[config.mk]
export PLATFORM = sky130hd
export DESIGN_NAME = fifo_wr_arbiter
export DESIGN_NICKNAME = d
export VERILOG_FILES = /design/src/rtl/fifo_wr_arbiter.sv
export SDC_FILE = /design/constraint.sdc
export NUM_CORES = 1
export LEC_CHECK = 0
export ABC_CLOCK_PERIOD_IN_PS = 2600
export CAP_MARGIN = 20
export CORE_MARGIN = 4
export CORE_UTILIZATION = 43
export CTS_BUF_LIST = sky130_fd_sc_hd__clkbuf_2
export CTS_CLUSTER_DIAMETER = 150
export CTS_CLUSTER_SIZE = 30
export DETAILED_ROUTE_END_ITERATION = 10
export PLACE_DENSITY = 0.87
export RECOVER_POWER = 50
export SETUP_SLACK_MARGIN = 0.02
export SLEW_MARGIN = 20
export SYNTH_ARGS = -nofsm -noshare
export SYNTH_HDL_FRONTEND = slang
export SYNTH_SLANG_ARGS = --single-unit
[constraint.sdc]
create_clock -name w_clk -period 2.6 [get_ports w_clk]
set_input_delay 0.39 -clock w_clk [delete_from_list [all_inputs] [get_ports w_clk]]
set_output_delay 0.39 -clock w_clk [all_outputs]
set_load 0.02 [all_outputs]
[src/rtl/fifo_wr_arbiter.sv]
// Write side of the async FIFO: round-robin arbitration between two
// producers, write/Gray pointer ownership and the registered full flag.
module fifo_wr_arbiter #(
    parameter int ADDR_WIDTH = 5,
    parameter int DATA_WIDTH = 8,
    parameter int MAX_BURST  = 4
) (
    input  logic                  w_clk,
    input  logic                  rst_n,
    input  logic                  valid0,
    input  logic [DATA_WIDTH-1:0] data0,
    output logic                  ready0,
    input  logic                  valid1,
    input  logic [DATA_WIDTH-1:0] data1,
    output logic                  ready1,
    input  logic [ADDR_WIDTH:0]   rptr_gray_sync,
    output logic                  Write_EN,
    output logic [ADDR_WIDTH-1:0] write_addr,
    output logic [DATA_WIDTH-1:0] DataIn,
    output logic [ADDR_WIDTH:0]   wptr_gray,
    output logic                  full,
    output logic                  grant_id
);

    localparam int CW = $clog2(MAX_BURST + 1);

    typedef enum logic [1:0] {
        IDLE,
        OWN0,
        OWN1
    } state_t;

    state_t            state;
    state_t            state_nxt;
    logic [CW-1:0]     burst_cnt;
    logic [CW-1:0]     burst_nxt;
    logic              rr_last;
    logic              rr_nxt;
    logic              grant;
    logic              keep0;
    logic              keep1;
    logic              burst_open;
    logic [ADDR_WIDTH:0] wbin;
    logic [ADDR_WIDTH:0] wbin_nxt;
    logic [ADDR_WIDTH:0] wgray_nxt;
    logic [ADDR_WIDTH:0] rgray_full;
    logic              full_nxt;

    // Grant selection: owner keeps it until its burst is spent and the
    // other side waits; otherwise a lone requester or the round-robin
    // choice wins, so a release never costs a bubble cycle.
    always_comb begin
        burst_open = (burst_cnt < CW'(MAX_BURST));
        keep0      = (state == OWN0) && valid0 && (burst_open || !valid1);
        keep1      = (state == OWN1) && valid1 && (burst_open || !valid0);
        grant      = ~rr_last;
        if (keep0) begin
            grant = 1'b0;
        end else if (keep1) begin
            grant = 1'b1;
        end else if (valid0 && !valid1) begin
            grant = 1'b0;
        end else if (valid1 && !valid0) begin
            grant = 1'b1;
        end
    end

    // Handshake and RAM-port drive; reset masks the accept so nothing
    // is written while rst_n is low.
    always_comb begin
        ready0     = (grant == 1'b0) && valid0 && !full && rst_n;
        ready1     = (grant == 1'b1) && valid1 && !full && rst_n;
        Write_EN   = ready0 | ready1;
        DataIn     = grant ? data1 : data0;
        grant_id   = grant;
        write_addr = wbin[ADDR_WIDTH-1:0];
    end

    // Next FSM state, burst count and round-robin memory.
    always_comb begin
        state_nxt = state;
        burst_nxt = burst_cnt;
        rr_nxt    = rr_last;
        if (Write_EN) begin
            state_nxt = grant ? OWN1 : OWN0;
            rr_nxt    = grant;
            if (state != state_nxt) begin
                burst_nxt = CW'(1);
            end else if (burst_cnt != CW'(MAX_BURST)) begin
                burst_nxt = burst_cnt + CW'(1);
            end
        end else if (!full) begin
            if ((state == OWN0 && !valid0) || (state == OWN1 && !valid1)) begin
                state_nxt = IDLE;
                burst_nxt = '0;
            end
        end
    end

    // Pointer advance and full detection against the synced read pointer.
    always_comb begin
        wbin_nxt   = wbin + {{ADDR_WIDTH{1'b0}}, Write_EN};
        wgray_nxt  = wbin_nxt ^ (wbin_nxt >> 1);
        rgray_full = {~rptr_gray_sync[ADDR_WIDTH:ADDR_WIDTH-1],
                      rptr_gray_sync[ADDR_WIDTH-2:0]};
        full_nxt   = (wgray_nxt == rgray_full);
    end

    // Arbiter state registers.
    always_ff @(posedge w_clk or negedge rst_n) begin
        if (!rst_n) begin
            state     <= IDLE;
            burst_cnt <= '0;
            rr_last   <= 1'b1;
        end else begin
            state     <= state_nxt;
            burst_cnt <= burst_nxt;
            rr_last   <= rr_nxt;
        end
    end

    // Write pointer, its Gray copy and the full flag.
    always_ff @(posedge w_clk or negedge rst_n) begin
        if (!rst_n) begin
            wbin      <= '0;
            wptr_gray <= '0;
            full      <= 1'b0;
        end else begin
            wbin      <= wbin_nxt;
            wptr_gray <= wgray_nxt;
            full      <= full_nxt;
        end
    end

endmodule

# == Word-level counts from Yosys, hierarchy flattened ==
# Cells that the tools add are included.
# word_totals
regBits,19
input_bits,26
out_inout_bits,24
elab_cells,58
# classes
n_addsub,2
magnitude_cmp,1
eq_ne,7
mux,14
bitwise_logic,5
n_reduce_logical,23
# op_table
cell,n
3-bit two-way mux,5
1-bit logical AND,14
2-bit two-way mux,4
8-bit two-way mux,1
6-bit by 1-bit adder with 6-bit output,1
6-bit equality test,1
6-bit by 5-bit XOR with 6-bit output,1
1-bit two-way mux,4
3-bit by 1-bit adder with 3-bit output (second input constant),1
1-bit zero test,3
1-bit logical OR,3
3-bit less-than comparator (second input constant),1
3-bit by 1-bit != test with 1-bit output (second input constant),1
3-bit != test (second input constant),1
3-bit AND reduction,1
2-bit by 1-bit equality test with 1-bit output (second input constant),1
2-bit equality test (second input constant),1
2-bit != test,1
2-bit != test (second input constant),1
1-bit NOT,2
2-bit NOT,1
2-bit AND reduction,1
2-bit nonzero test,1
1-bit OR,1

# == Logic depth before layout (Yosys ltp) ==
# Gate-level depths: netlist of run 1.
# depth
ltp_word,14
depth_mapped,10
depth_no_buf,10

# == Least setup slack after synthesis of run 1 ==
# OpenSTA, ideal clock, no wires.
# synth_timing
path_type,reg-to-reg
startpoint,register full
endpoint,register full
arrival_time_ns,2.498
required_time_ns,2.532
path_slack_ns,0.034
stages_incl_launch_ff,11
n_path_buf,0
synth_period_minus_slack_ns,2.566
cell_sequence,dfrtp_1 nor2b_1 o21ai_0 inv_1 ha_1 ha_1 xor2_2 xor2_1 or3_1 a21oi_1 and4_1
# synth_between
elab_chain_cells,7
elab_cells_between_ends,9
classes_between,add/sub: 1; eq/ne: 1; bitwise: 2; reduce/logical: 5
# synth_lines
element,line,rtl
"start, declared",21,"output logic full,"
"start signal, assigned",131,full <= full_nxt;
1-bit zero test (*),-,
"1-bit logical AND, on equally long branches (2 in series)","71, 72",
1-bit OR (*),73,Write_EN = ready0 | ready1;
named net Write_EN,17,"output logic Write_EN,"
6-bit by 1-bit adder with 6-bit output (*),102,"wbin_nxt = wbin + {{ADDR_WIDTH{1'b0}}, Write_EN};"
named net wbin_nxt[2],44,logic [ADDR_WIDTH:0] wbin_nxt;
6-bit by 5-bit XOR with 6-bit output (*),103,wgray_nxt = wbin_nxt ^ (wbin_nxt >> 1);
6-bit equality test (*),106,full_nxt = (wgray_nxt == rgray_full);
named net full_nxt,47,logic full_nxt;
# The timed path passes the listed nets; every way through them passes the cells marked *.
# A chain may end at the register's enable or synchronous reset.

# == Final worst setup path of run 1 ==
# layout_timing
startpoint,register rr_last
endpoint,output DataIn[1]
# layout_between
elab_chain_cells,6
# layout_lines
element,line,rtl
"start, declared",37,logic rr_last;
"start signal, assigned",118,rr_last <= rr_nxt;
1-bit NOT,56,grant = ~rr_last;
1-bit two-way mux,63,end else if (valid1 && !valid0) begin
1-bit two-way mux,61,end else if (valid0 && !valid1) begin
1-bit two-way mux,59,end else if (keep1) begin
1-bit two-way mux,57,if (keep0) begin
8-bit two-way mux,74,DataIn = grant ? data1 : data0;
"end, declared",19,"output logic [DATA_WIDTH-1:0] DataIn,"
# Every way passes these cells.

==> impl_results.md, run 1 <==
- Mapped Area: 1160 sq um
- Reg clk slew, reported paths: 0.18 ns
- Setup crit end kind: output port
- Fillers: 203
- First-pass GRT wire length: 5.05 mm
- Syn Nets: 144
- Vias per cell: between 5 and 6
- Synthesis-to-layout area growth: 55.4%
- Average size of a mapped cell: 10.2 sq um
- Gp weighted congestion: a little under 0.8
- RSZ-0062 raised after global routing: false
- Most frequent cells in the layout: clkdlybuf4s50_1, buf_4, dfrtp_1, xnor2_1
- Hold Startpoint: valid1
- CP peak stage delay: 0.60 ns
- CTS Sinks: 18
- Tot Pwr: 1.81 mW
- GRT overflow: 0
- Layout cells sized above 1: 20.8%
- CP startpoint kind: register
- Final Setup Violations: 0
- Drt pass-1 iters: 4
- Reg2reg start: full$_DFF_PN0_
- Maximum VDD drop: roughly 0.85 mV
- Critical path type: register to output port
- Comb power frac: a little under two thirds
- Buffers on Ports: 49
- CP arrival: 2.06 ns
- CTS root buf: clkbuf_2
- Residual DRC: 0
- # diodes: 0
- Seq pwr share: 30.0%
- Count of different cell masters after synthesis: 40
- Final min period: 2.45 ns
- Core Box Area: 2520 sq um
- Commonest non-fill, non-tap cell in the layout: clkdlybuf4s50_1
- Headroom to the max-slew limit: between 30% and 40%
- Worst R2R Setup Slack: 0.33 ns
- Via count: 1119
- Leakage power: 0.854 nW
- # IOs: 50
- Worst Hold Class: primary input to register
- DRT iter0 DRCs: 14
- Number of synthesized register bits: 18
- GR Util All Layers: 18.3%
- Final Hold Viols: 0
- Worst Path Max Fanout: 6
- Wire length per cell: 14.7 microns
- Worst Hold Path Cells: 3
- Skew final: 0.0198 ns
- Row count: 18
- Status: finished clean
- Die Wd: 60.0 microns
- Final instance area: 1810 sq um
- Initial antenna violation count: 0
- Worst-Skew Late Latency: about 0.30 ns
- Cell internal pwr: between 1 and 1.5 mW
- FMAX: ~410 MHz
- Worst reg2reg path depth: 10
- Hold-fix buffers at CTS: 0
- Sequential area share after synthesis: 38.8%
- Maximum number of pins on one net before global-route repair: 20
- Routed WL: 3.13 mm
- Cts bufs inserted: 3
- Nets: 214
- Pwr/cell area: 1000 nW/um^2
- Max cap viols: 0
- Die area: ~3600 sq um
- Mapped Cells: approximately 110
- Crit path max-delay cell type: dfstp_2
- Syn. warnings: 0
- Antenna-violating nets left: 0
- RR Endpoint: full$_DFF_PN0_
- Sw frac: 42.6%
- Worst-Margin Slew: 0.998 ns
- CTS tree: yes
- H-tree depth: 1
- Vias in the first global route: 1140
- Crit-path cells: and2b_1 > nor2_1 > a31oi_1 > buf_4 > buf_12 > mux2_1 > buf_2
- Hold Path End: burst_cnt[0]$_DFFE_PN0P_
- DPL Wire Length: 2.58 mm
- Switching power: 772 uW
- Critical Path RT: about 2.2 ns
- Clock network fraction of design power: 6.6%
- Die Height: 60.0 microns
- Clock tree buffer depth: 2
- TNS Setup: 0 ns
- Starting Density: 46.1%
- Placed Area: between 1500 and 2000 sq um
- Period utilization: between 90% and 100%
- Slew Limit Fails: 0
## critical path: cells and delay by family, from the launching register on
family	cells	cell delay, ns
AOI/OAI and AO/OA	1	0.19
and+or+nand+nor	2	0.20
DFF	1	0.60
muxes	1	0.31
buffers and inverters	3	0.47
## stage by stage
stage	setup slack [ns]	util (%)	hold slack, ns	std cells
floorplan	0.0339	-	0.0944	114
global placement	-0.252	71.0	0.526	206
detailed placement	-0.400	71.0	0.539	206
CTS	-0.107	70.2	0.430	210
global route	0.0224	71.7	0.542	213
finish	0.151	71.7	0.496	213
## layout make-up
class / count / area, sq um / share of cell area [%]
multi-input combinational: 84 / 662 / 36.6
timing repair buffer: 69 / 608 / 33.6
tap: 30 / 37.5 / 2.08
inverter: 8 / 30.0 / 1.66
clock buffer: 3 / 15.0 / 0.830
sequential: 18 / 452 / 25.0
clock inverter: 1 / 3.75 / 0.208
## per-layer routing
metal	vias up	share of wire, %	GRT usage [%]
met5	-	0	0
met4	0	0	2.85
met3	0	11	5.40
met2	46	53	35.5
met1	538	36	19.4
li1	535	-	-
## state kept, by name (all words and copies together), names as in the netlist
| name | count |
|---|---|
| burst_cnt | 3 |
| full | 1 |
| rr_last | 1 |
| state | 2 |
| wbin | 6 |
| wptr_gray | 5 |
## worst max-delay path by stage
stage	start	to	cells past startpoint
detailed placement	valid1	full$_DFF_PN0_	10
global placement	valid1	DataIn[7]	8
global route	rst_n	burst_cnt[0]$_DFFE_PN0P_	6
floorplan	full$_DFF_PN0_	full$_DFF_PN0_	10
finish	rr_last$_DFFE_PN1P_	DataIn[1]	7
CTS	valid1	full$_DFF_PN0_	10
## logic make-up after synthesis
family | share of synthesized area (%)
multiplexers | 7.74
AND/OR/NAND/NOR | 13.9
adder cells (fa/ha/maj) | 4.30
buffers and inverters | 5.05
flip-flops | 38.8
AO/OA/AOI/OAI | 14.8
XOR/XNOR | 15.4
## Yosys cell counts
| library cell | n | area share [%] |
|---|---|---|
| xor2_2 | 1 | 1.4 |
| nand3b_1 | 2 | 1.3 |
| a31oi_1 | 2 | 1.1 |
| buf_4 | 1 | 0.65 |
| nand2_1 | 5 | 1.6 |
| nand4b_1 | 1 | 0.75 |
| or3_1 | 1 | 0.54 |
| a21o_1 | 4 | 2.6 |
| a32oi_1 | 1 | 0.75 |
| ha_1 | 4 | 4.3 |
| a21boi_1 | 1 | 0.65 |
| and4_1 | 1 | 0.75 |
| mux2_1 | 7 | 6.8 |
| or3b_1 | 2 | 1.5 |
| buf_2 | 2 | 0.86 |
| a22oi_1 | 1 | 0.65 |
| xnor3_1 | 1 | 1.9 |
| o21ai_0 | 5 | 2.2 |
| xnor2_1 | 9 | 6.8 |
| o21ai_1 | 2 | 0.86 |
| dfrtp_1 | 17 | 37 |
| xor2_1 | 7 | 5.3 |
| mux2_2 | 1 | 0.97 |
| nor2b_1 | 1 | 0.54 |
| and2_1 | 1 | 0.54 |
| nand2b_1 | 1 | 0.54 |
| and2b_1 | 1 | 0.65 |
| nand4_1 | 1 | 0.54 |
| a21bo_1 | 1 | 0.86 |
| a21oi_1 | 3 | 1.3 |
| dfstp_2 | 1 | 2.3 |
| a2111o_1 | 1 | 0.97 |
| and3b_1 | 1 | 0.75 |
| buf_6 | 1 | 0.97 |
| a21oi_2 | 2 | 1.5 |
| inv_1 | 8 | 2.6 |
| a31o_2 | 1 | 0.75 |
| o2111ai_1 | 1 | 0.75 |
| nor2_1 | 8 | 2.6 |
| nand3_1 | 3 | 1.3 |
## repair_timing
action                     CTS  global route
setup endpoints to repair   12            13
buffers inserted             0             3
gates resized for setup     33             6
hold endpoints to repair     0             0
## power groups by stage
stage,Combinational (mW),Clock [mW],Sequential (mW)
after CTS,1.14,0.122,0.545
final,1.15,0.119,0.544
after floorplan,0.610,0,0.606
after global routing,1.24,0.137,0.563
after global placement,1.13,0,0.540
after detailed placement,1.17,0,0.552
(Power assumes the default switching activity.)
==> run 2: changes to the inputs <==
- ABC_CLOCK_PERIOD_IN_PS: 2600 -> unset
- CAP_MARGIN: 20 -> 5
==> results of run 2 <==
No change in the layout: final DEF, timing and power equal those of run 1.
==> run 3: changes to the inputs <==
- CTS_CLUSTER_DIAMETER: 150 -> 60
- TNS_END_PERCENT: unset -> 20
==> impl_results.md, run 3 (synthesized netlist as in run 1, its figures left out) <==
- Final core occ: 71.4%
- Critical path type: register to output port
- Headroom to the max-slew limit: 33.4%
- Leakage power: 0.848 nW
- Hold Path End: burst_cnt[0]$_DFFE_PN0P_
- Worst-Margin Slew: 0.999 ns
- Maximum number of pins on one net before global-route repair: 20
- CTS tree: yes
- Crit path max-delay cell type: dfstp_2
- Worst reg2reg path depth: 10
- Residual DRC: 0
- Antenna-violating nets left: 0
- Worst R2R Setup Slack: 0.32 ns
- # diodes: 0
- Skew final: 0.0167 ns
- First-pass GRT wire length: 5.05 mm
- CP peak stage delay: about 0.6 ns
- Initial antenna violation count: 0
- Final Setup Violations: 0
- Critical Path RT: 2.21 ns
- TNS Setup: 0 ns
- CP arrival: ~2 ns
- Drt pass-1 iters: 4
- Via count: 1119
- FMAX: just over 400 MHz
- Pwr/cell area: 1000 nW/um^2
- Synthesis-to-layout area growth: 54.7%
- Hold Startpoint: valid1
- GRT overflow: 0
- Die Height: ~60 microns
- Cts bufs inserted: 3
- Worst-Skew Late Latency: 0.30 ns
- CP startpoint kind: register
- Worst Hold Class: primary input to register
- Slew Limit Fails: 0
- Routed WL: 3.09 mm
- DRT iter0 DRCs: 13
- Top reg by flops: wbin
- H-tree depth: 1
- Largest registers: wbin: 6 flops, wptr_gray: 5 flops, burst_cnt: 3 flops
- Final Hold Viols: 0
- GRT met2 Usage: 35.5%
- M3 GR Usage: approximately 5.4%
- Commonest non-fill, non-tap cell in the layout: clkdlybuf4s50_1
- Vias in the first global route: 1140
- GR Util All Layers: between 15 and 20%
- Core Box Area: 2520 sq um
- DPL Wire Length: 2.58 mm
- Met1 Track Usage GR: 19.4%
- Grt peak-use layer: met2
- RSZ-0062 raised after global routing: true
- Status: finished clean
- Most frequent cells in the layout: clkdlybuf4s50_1, dfrtp_1, buf_4, xnor2_1
- CTS Sinks: 18
- # IOs: 50
- Vias per cell: 5.28
- Gp weighted congestion: 0.769
- Reg clk slew, reported paths: 0.18 ns
- Largest register FFs: 6
- Worst Hold Path Cells: 3
- Max cap viols: 0
- Maximum VDD drop: 0.844 mV
- Clock tree buffer depth: 2
- Buffers on Ports: 49
- Reg2reg start: full$_DFF_PN0_
- Crit-path cells: and2b_1 > nor2_1 > a31oi_1 > buf_4 > buf_12 > mux2_1 > buf_2
- Period utilization: a little over nine tenths
- Wire length per cell: 14.6 microns
- Die area: 3600 sq um
- Nets: about 210
- Starting Density: between 40% and 50%
- CTS root buf: clkbuf_2
- Worst Path Max Fanout: 6
- RR Endpoint: full$_DFF_PN0_
- Layout cells sized above 1: 20.3%
- Die Wd: 60.0 microns
- Final min period: 2.44 ns
- Row count: 18
- Setup crit end kind: output port
run 3: cell count changes in the layout (fill, tap and decap cells not counted):
cell             previous run  this run
buf_4                      18        17
clkdlybuf4s50_1            31        32
dlygate4sd3_1               6         5
run 3: stage by stage:
step           cell area [sq um]  setup WS [ns]  hold WS (ns)  instances  total power, mW
3_5_place_dp                1790         -0.400         0.539        206             1.72
4_1_cts                     1770         -0.107         0.430        210             1.81
6_report                    1800          0.155         0.473        212             1.81
3_3_place_gp                1790         -0.252         0.526        206             1.67
2_1_floorplan               1160         0.0339        0.0944        114             1.22
5_1_grt                     1800         0.0188         0.504        212             1.94
run 3: cell type report:
type	instances	area (sq um)
clock buffers	3	15.0
clock inverters	1	3.75
fillers	203	722
inverters	8	30.0
multi-input cells	84	662
flip-flops and latches	18	452
well taps	30	37.5
repair buffers	68	601
run 3: power by group:
group / switching (mW) / internal (mW)
Clock: 0.0862 / 0.0334
Combinational: 0.550 / 0.596
Sequential: 0.134 / 0.409
run 3: what timing repair did:
item	in CTS	in global routing
setup endpoints to repair	12	13
resized for setup	33	6
gates cloned	0	0
buffers inserted	0	2
hold buffers	0	0
run 3: worst max-delay path by stage:
stage / from / endpoint / slack (ns) / cells past startpoint
after floorplan: full$_DFF_PN0_ / full$_DFF_PN0_ / 0.03 / 10
after detailed placement: valid1 / full$_DFF_PN0_ / -0.40 / 10
after CTS: valid1 / full$_DFF_PN0_ / -0.11 / 10
after global routing: rr_last$_DFFE_PN1P_ / DataIn[1] / 0.02 / 7
final: rr_last$_DFFE_PN1P_ / DataIn[1] / 0.16 / 7
after global placement: valid1 / DataIn[7] / -0.25 / 8
run 3: worst max-delay path, delay by kind of cell, from the launching register on:
family	cells	cell delay [ns]
multiplexers	1	0.31
AND/OR/NAND/NOR	2	0.20
AO/OA/AOI/OAI	1	0.19
flip-flops	1	0.60
buffers and inverters	3	0.47
run 3: routing by layer:
| metal | vias to the layer above | wire length (microns) |
|---|---|---|
| met5 | - | 0 |
| met1 | 537 | 1110 |
| met3 | 2 | 337 |
| li1 | 532 | - |
| met2 | 48 | 1640 |
| met4 | 0 | 10 |
